`config.mk`:
```
export PLATFORM = sky130hd
export DESIGN_NAME = seg7_scan_ctrl_flat
export DESIGN_NICKNAME = d
export VERILOG_FILES = /design/src/rtl/seg7_pkg.sv /design/src/rtl/seg7_scan_ctrl_if.sv /design/src/rtl/seg7_decode.sv /design/src/rtl/seg7_scan_ctrl.sv /design/src/flat_wrapper.sv
export SDC_FILE = /design/constraint.sdc
export NUM_CORES = 1
export LEC_CHECK = 0
export ABC_AREA = 1
export CORE_UTILIZATION = 50
export CTS_BUF_LIST = sky130_fd_sc_hd__clkbuf_16
export CTS_CLUSTER_DIAMETER = 200
export CTS_CLUSTER_SIZE = 14
export DETAILED_ROUTE_END_ITERATION = 7
export PLACE_DENSITY = 0.72
export SLEW_MARGIN = 40
export SYNTH_ARGS = -nofsm -noshare
export SYNTH_HDL_FRONTEND = slang
export SYNTH_HIERARCHICAL = 1
export SYNTH_SLANG_ARGS = --single-unit
```
`constraint.sdc`:
```
create_clock -name clk -period 4 [get_ports clk]
set_clock_uncertainty 0.1 [all_clocks]
set_input_delay 0.4 -clock clk [delete_from_list [all_inputs] [get_ports clk]]
set_output_delay 0.4 -clock clk [all_outputs]
set_load 0.01 [all_outputs]
```
`src/rtl/seg7_pkg.sv`:
```
// Shared types, segment patterns and the double-dabble step
// for the eight-digit 7-segment scan controller.
package seg7_pkg;

  localparam int NUM_DIGITS = 8;
  localparam int MAX_VAL    = 9999;

  typedef logic [3:0]  bcd_digit_t;
  typedef logic [15:0] bcd_word_t;

  typedef enum logic {
    ST_IDLE,
    ST_CONV
  } state_e;

  // Segment order {g,f,e,d,c,b,a}, active-low.
  localparam logic [6:0] SEG_0    = 7'b100_0000;
  localparam logic [6:0] SEG_1    = 7'b111_1001;
  localparam logic [6:0] SEG_2    = 7'b010_0100;
  localparam logic [6:0] SEG_3    = 7'b011_0000;
  localparam logic [6:0] SEG_4    = 7'b001_1001;
  localparam logic [6:0] SEG_5    = 7'b001_0010;
  localparam logic [6:0] SEG_6    = 7'b000_0010;
  localparam logic [6:0] SEG_7    = 7'b111_1000;
  localparam logic [6:0] SEG_8    = 7'b000_0000;
  localparam logic [6:0] SEG_9    = 7'b001_0000;
  localparam logic [6:0] SEG_DASH = 7'b011_1111;
  localparam logic [6:0] SEG_OFF  = 7'b111_1111;

  // One double-dabble iteration: +3 on nibbles >= 5,
  // then shift left bringing in the next binary bit.
  function automatic bcd_word_t dd_step(
    input bcd_word_t b,
    input logic      in_bit
  );
    bcd_word_t a;
    for (int i = 0; i < 4; i++) begin
      a[4*i +: 4] = (b[4*i +: 4] >= 4'd5) ?
                    b[4*i +: 4] + 4'd3 :
                    b[4*i +: 4];
    end
    return {a[14:0], in_bit};
  endfunction

endpackage

```
`src/rtl/seg7_scan_ctrl_if.sv`:
```
// Load/busy handshake plus display pins of the scan controller.
// master: load, val0, val1 out; busy, seg, dp, an in. slave: reverse.
interface seg7_scan_ctrl_if #(
  parameter int VAL_W = 14
) ();
  logic             load;
  logic [VAL_W-1:0] val0;
  logic [VAL_W-1:0] val1;
  logic             busy;
  logic [6:0]       seg;
  logic             dp;
  logic [7:0]       an;

  modport master (
    output load, val0, val1,
    input  busy, seg, dp, an
  );

  modport slave (
    input  load, val0, val1,
    output busy, seg, dp, an
  );
endinterface

```
`src/rtl/seg7_decode.sv`:
```
// BCD digit to active-low segment pattern; overflow shows a dash.
// Ports: dig (BCD digit), ovf (overflow flag) in; seg pattern out.
module seg7_decode
  import seg7_pkg::*;
(
  input  bcd_digit_t dig,
  input  logic       ovf,
  output logic [6:0] seg
);

  always_comb begin
    seg = SEG_OFF;
    if (ovf) begin
      seg = SEG_DASH;
    end else begin
      case (dig)
        4'd0:    seg = SEG_0;
        4'd1:    seg = SEG_1;
        4'd2:    seg = SEG_2;
        4'd3:    seg = SEG_3;
        4'd4:    seg = SEG_4;
        4'd5:    seg = SEG_5;
        4'd6:    seg = SEG_6;
        4'd7:    seg = SEG_7;
        4'd8:    seg = SEG_8;
        4'd9:    seg = SEG_9;
        default: seg = SEG_OFF;
      endcase
    end
  end

endmodule

```
`src/rtl/seg7_scan_ctrl.sv`:
```
// Two-value double-dabble converter and 8-digit display scanner.
// Ports: clk, rst (async, active-high); bus (slave): load/val0/val1 in,
// busy/seg/dp/an out. val0 drives digits 7..4, val1 digits 3..0.
module seg7_scan_ctrl
  import seg7_pkg::*;
#(
  parameter int DWELL = 3000,
  parameter int VAL_W = 14
) (
  input  logic            clk,
  input  logic            rst,
  seg7_scan_ctrl_if.slave bus
);

  localparam int CW = $clog2(VAL_W + 1);
  localparam int DW = (DWELL > 2) ? $clog2(DWELL) : 1;
  localparam int IW = $clog2(NUM_DIGITS);

  state_e           state_q, state_d;
  logic             busy_q, busy_d;
  logic [CW-1:0]    it_q, it_d;
  logic [VAL_W-1:0] bin0_q, bin0_d;
  logic [VAL_W-1:0] bin1_q, bin1_d;
  bcd_word_t        acc0_q, acc0_d;
  bcd_word_t        acc1_q, acc1_d;
  logic             ovfp0_q, ovfp0_d;
  logic             ovfp1_q, ovfp1_d;
  bcd_word_t        dig0_q, dig0_d;
  bcd_word_t        dig1_q, dig1_d;
  logic             ovf0_q, ovf0_d;
  logic             ovf1_q, ovf1_d;

  logic [DW-1:0]    dwell_q, dwell_d;
  logic [IW-1:0]    idx_q, idx_d;
  logic [7:0]       an_q, an_d;
  logic [6:0]       seg_q, seg_d;
  logic             dp_q, dp_d;

  bcd_word_t        step0, step1;
  bcd_word_t        cur_word;
  bcd_digit_t       cur_dig;
  logic             cur_ovf;

  always_comb begin
    step0   = dd_step(acc0_q, bin0_q[VAL_W-1]);
    step1   = dd_step(acc1_q, bin1_q[VAL_W-1]);
    state_d = state_q;
    busy_d  = busy_q;
    it_d    = it_q;
    bin0_d  = bin0_q;
    bin1_d  = bin1_q;
    acc0_d  = acc0_q;
    acc1_d  = acc1_q;
    ovfp0_d = ovfp0_q;
    ovfp1_d = ovfp1_q;
    dig0_d  = dig0_q;
    dig1_d  = dig1_q;
    ovf0_d  = ovf0_q;
    ovf1_d  = ovf1_q;
    unique case (state_q)
      ST_IDLE: begin
        if (bus.load) begin
          bin0_d  = bus.val0;
          bin1_d  = bus.val1;
          acc0_d  = '0;
          acc1_d  = '0;
          it_d    = '0;
          ovfp0_d = 32'(bus.val0) > 32'(MAX_VAL);
          ovfp1_d = 32'(bus.val1) > 32'(MAX_VAL);
          state_d = ST_CONV;
          busy_d  = 1'b1;
        end
      end
      ST_CONV: begin
        acc0_d = step0;
        acc1_d = step1;
        bin0_d = bin0_q << 1;
        bin1_d = bin1_q << 1;
        it_d   = it_q + 1'b1;
        // Last iteration commits its own result directly.
        if (it_q == CW'(VAL_W - 1)) begin
          dig0_d  = step0;
          dig1_d  = step1;
          ovf0_d  = ovfp0_q;
          ovf1_d  = ovfp1_q;
          state_d = ST_IDLE;
          busy_d  = 1'b0;
        end
      end
      default: state_d = ST_IDLE;
    endcase
  end

  always_comb begin
    cur_word = idx_q[2] ? dig1_q : dig0_q;
    cur_ovf  = idx_q[2] ? ovf1_q : ovf0_q;
    case (idx_q[1:0])
      2'd0:    cur_dig = cur_word[15:12];
      2'd1:    cur_dig = cur_word[11:8];
      2'd2:    cur_dig = cur_word[7:4];
      default: cur_dig = cur_word[3:0];
    endcase
  end

  seg7_decode u_dec (
    .dig (cur_dig),
    .ovf (cur_ovf),
    .seg (seg_d)
  );

  always_comb begin
    if (dwell_q == DW'(DWELL - 1)) begin
      dwell_d = '0;
      idx_d   = idx_q + 1'b1;
    end else begin
      dwell_d = dwell_q + 1'b1;
      idx_d   = idx_q;
    end
    an_d = ~(8'h80 >> idx_q);
    // Decimal point after each value's ones digit.
    dp_d = ~&idx_q[1:0];
  end

  always_ff @(posedge clk or posedge rst) begin
    if (rst) begin
      state_q <= ST_IDLE;
      busy_q  <= 1'b0;
      it_q    <= '0;
      bin0_q  <= '0;
      bin1_q  <= '0;
      acc0_q  <= '0;
      acc1_q  <= '0;
      ovfp0_q <= 1'b0;
      ovfp1_q <= 1'b0;
      dig0_q  <= '0;
      dig1_q  <= '0;
      ovf0_q  <= 1'b0;
      ovf1_q  <= 1'b0;
      dwell_q <= '0;
      idx_q   <= '0;
      an_q    <= 8'hFF;
      seg_q   <= SEG_OFF;
      dp_q    <= 1'b1;
    end else begin
      state_q <= state_d;
      busy_q  <= busy_d;
      it_q    <= it_d;
      bin0_q  <= bin0_d;
      bin1_q  <= bin1_d;
      acc0_q  <= acc0_d;
      acc1_q  <= acc1_d;
      ovfp0_q <= ovfp0_d;
      ovfp1_q <= ovfp1_d;
      dig0_q  <= dig0_d;
      dig1_q  <= dig1_d;
      ovf0_q  <= ovf0_d;
      ovf1_q  <= ovf1_d;
      dwell_q <= dwell_d;
      idx_q   <= idx_d;
      an_q    <= an_d;
      seg_q   <= seg_d;
      dp_q    <= dp_d;
    end
  end

  assign bus.busy = busy_q;
  assign bus.seg  = seg_q;
  assign bus.dp   = dp_q;
  assign bus.an   = an_q;

endmodule

```
`src/flat_wrapper.sv`:
```
// flat-port wrapper written by rule: the top's interface ports become plain ports
module seg7_scan_ctrl_flat import seg7_pkg::*;
#(
  parameter int DWELL = 3000,
  parameter int VAL_W = 14
)
  (clk, rst, bus_load, bus_val0, bus_val1, bus_busy, bus_seg, bus_dp, bus_an);
  seg7_scan_ctrl_if #(.VAL_W(VAL_W)) bus_i ();
  input  logic clk;
  input  logic rst;
  input wire logic [$bits(bus_i.load)-1:0] bus_load;
  input wire logic [$bits(bus_i.val0)-1:0] bus_val0;
  input wire logic [$bits(bus_i.val1)-1:0] bus_val1;
  output wire logic [$bits(bus_i.busy)-1:0] bus_busy;
  output wire logic [$bits(bus_i.seg)-1:0] bus_seg;
  output wire logic [$bits(bus_i.dp)-1:0] bus_dp;
  output wire logic [$bits(bus_i.an)-1:0] bus_an;
  assign bus_i.load = bus_load;
  assign bus_i.val0 = bus_val0;
  assign bus_i.val1 = bus_val1;
  assign bus_busy = bus_i.busy;
  assign bus_seg = bus_i.seg;
  assign bus_dp = bus_i.dp;
  assign bus_an = bus_i.an;
  seg7_scan_ctrl #(.DWELL(DWELL), .VAL_W(VAL_W)) u_core (.clk(clk), .rst(rst), .bus(bus_i));
endmodule
```
==> impl_metrics.tcl <==
set metrics [dict create \
    status "completed" \
    timing.rr.start "u_core/idx_q[2]" \
    p_sw_share_pct 39.0 \
    clkPwrFrac_pct 23.1 \
    gp_congestion 0.891 \
    place_area_sq_mm 0.00731 \
    syn-cell-area_sq_mm 0.00672 \
    start_util_pct 52.2 \
    numPortBuffers 47 \
    dr_total_vias 5534 \
    routed_wl_microns 13700 \
    synth_top_area_share_pct 43.6 \
    yosysWarnings 6 \
    p_per_area_mw_per_mm2 712 \
    yosys.area.top_type "dfrtp_1" \
    critPathKind "register to register" \
    tightest_slew_ps 835 \
    period_share_pct 61.5 \
    cts_buffers 17 \
    postSynthAreaPerCell_sq_um 7.99 \
    yosysMostFrequentCell "nand2_1" \
    p_sw_w 0.00216 \
    cts.htree.levels 4 \
    vias_per_cell 5.19 \
    dp_hpwl_microns 9350 \
    grt_max_degree 57 \
    path_max_fanout 25 \
    nets 945 \
    antenna_found_initial 0 \
    drv_cap 0 \
    cts_resized 0 \
    seqPwrFrac_pct 39.9 \
    fp.coreArea_sq_mm 0.0129 \
    clk_latency_ps 420 \
    synthArstFlopShare_pct 100 \
    rsz0062_at_grt "no" \
    fmax_ghz 0.407 \
    ant_nets 0 \
    internal_power_w 0.00338 \
    synthTopCellsByCount "nand2_1, dfrtp_1, nand3_1, inv_1, nor2_1" \
    n_antenna_cell 0 \
    reg2reg_to "u_core/bus.seg[4]" \
    globalRouteTotalUtil_pct 21.8 \
    finish.instance_area_sq_mm 0.00779 \
    die_w_microns 118 \
    drt_pass1_iterations 7 \
    clockRootBuffer "clkbuf_16" \
    ys_types 35 \
    slew-limit-headroom_pct 44.3 \
    leakagePower_nw 3.97 \
    syn_inst 840 \
    cts.clk_slew.worst_paths_ps 50 \
    synth_edf_count 0 \
    layout-drive-gt1-share_pct 7.83 \
    hold_path_class "input pin to asynchronous set/reset pin" \
    layout_setup_ws_ps 1540 \
    worstSetupStartpoint "u_core/idx_q[2]" \
    tns_ps 0 \
    min_period_ps 2460 \
    drc 0 \
    pre_cts_ws_ps 1590 \
    syn_nets 901 \
    die_h_microns 118 \
    slew_violations 0 \
    fp-row-count 41 \
    globalRouteOverflowTotal 0 \
    area_delta_synth_final_pct 16.0 \
    io_pins 48 \
    cts_sinks 133 \
    holdBufCountCts 0 \
    cp.required_ps 4240 \
    endpoint_kind "register" \
    yosysSeqAreaShare_pct 49.9 \
    drt_iter0_markers 400 \
    post_drt_wl_per_cell_microns 12.9 \
    tritoncts "yes" \
    combPwrFrac_pct 37.0 \
    ys_seq_elements 133 \
    crit_arrival_ps 2700 \
    post_cts_buffers 0 \
    r2r_setup_slack_ps 1540 \
    hold_viol 0 \
    irDropWorstVdd_v 0.000328 \
    grt_pass1_vias 5261 \
    clockBufferDepth 2 \
    finalSetupViolations 0 \
    cp-start-kind "register" \
    yosys-top-cells-area "dfrtp_1, nand2_1, nand3_1, dfstp_2, ha_1" \
    dieArea_sq_mm 0.0139 \
    ys.flop_type "dfrtp_1" \
    rr_worst_depth 12 \
    grt_pass1_wl_microns 24300 \
]
-- how the worst max path moves through the flow --
stage | endpoint | cells past startpoint | slack (ps)
CTS | u_core/bus.seg[4] | 12 | 1550
finish | u_core/bus.seg[4] | 12 | 1540
global route | u_core/bus.seg[4] | 12 | 1290
floorplan | u_core/acc0_q[0] | 1 | 1860
global placement | u_core/dig1_q[12] | 6 | 1360
detailed placement | u_core/bus.seg[4] | 12 | 1590
-- metal layers --
metal,GRT usage [%],part of all wire (%)
met3,4.60,3.9
met5,0,0
met4,9.78,2.1
met1,28.7,48
met2,34.6,46
-- cells in the final DEF, fill, tap and decap left out, drive strengths merged --
cell / synthesis / final
a21oi: 11 / 11
a22o: 2 / 2
buf: 19 / 4
clkbuf: 7 / 17
clkdlybuf4s50: 0 / 47
clkinv: 1 / 8
clkinvlp: 0 / 3
dfrtp: 117 / 117
dfstp: 16 / 16
ha: 30 / 30
inv: 72 / 74
nand2: 339 / 339
nand3: 115 / 115
nand4: 10 / 10
nor2: 41 / 41
nor3: 2 / 2
o211ai: 1 / 1
o21ai: 41 / 41
o22ai: 9 / 9
or2: 3 / 3
xnor2: 1 / 1
xor2: 3 / 3
-- power groups by stage --
stage	registers, W	clock network (W)	logic, W
3_5_place_dp	0.00222	0	0.00204
3_3_place_gp	0.00220	0	0.00200
4_1_cts	0.00220	0.00131	0.00206
5_1_grt	0.00226	0.00136	0.00237
2_1_floorplan	0.00214	0	0.00156
6_report	0.00221	0.00128	0.00205
-- cells by family (layout without fill, tap and decap cells) --
family | after synthesis | in the layout | share of synthesized area (%)
AO/OA/AOI/OAI | 64 | 64 | 5.31
XOR/XNOR | 4 | 4 | 0.522
adder cells (fa/ha/maj) | 30 | 30 | 5.59
buffers and inverters | 99 | 153 | 6.39
flip-flops | 133 | 133 | 49.9
AND/OR/NAND/NOR | 510 | 510 | 32.3
-- state kept, by name, summed over array words and instances, names as in the netlist, 3 cells and up --
| signal | count |
|---|---|
| u_core/acc0_q | 16 |
| u_core/acc1_q | 16 |
| u_core/bin0_q | 14 |
| u_core/bin1_q | 14 |
| u_core/bus.an | 8 |
| u_core/bus.seg | 7 |
| u_core/dig0_q | 16 |
| u_core/dig1_q | 16 |
| u_core/dwell_q | 12 |
| u_core/idx_q | 3 |
| u_core/it_q | 4 |
-- layout make-up --
class	count	area, sq um
inverter	73	285
multi-input combinational	608	2950
sequential	133	3350
fill	1139	5090
clock inverter	12	52.6
clock buffer	17	425
timing repair buffer	51	513
tap	172	215
-- stage by stage --
stage / hold slack (ps) / utilization [%] / cells / power [W]
floorplan: 342 / - / 840 / 0.00369
global placement: 361 / 56.7 / 1037 / 0.00420
detailed placement: 362 / 56.8 / 1037 / 0.00426
CTS: 317 / 60.5 / 1066 / 0.00557
global route: 350 / 60.5 / 1066 / 0.00599
finish: 309 / 60.5 / 1066 / 0.00554
-- critical path, stage by stage (launching register included) --
cell,delay [ps]
dfrtp_1,880
inv_4,220
nand2_1,120
nand2_1,60
nand2_1,70
nand3_1,80
nand2_1,70
nand2_1,110
inv_1,180
ha_1,200
nand2_1,70
a21oi_1,110
o21ai_1,100
No activity file was read; power rests on OpenSTA's default activity.
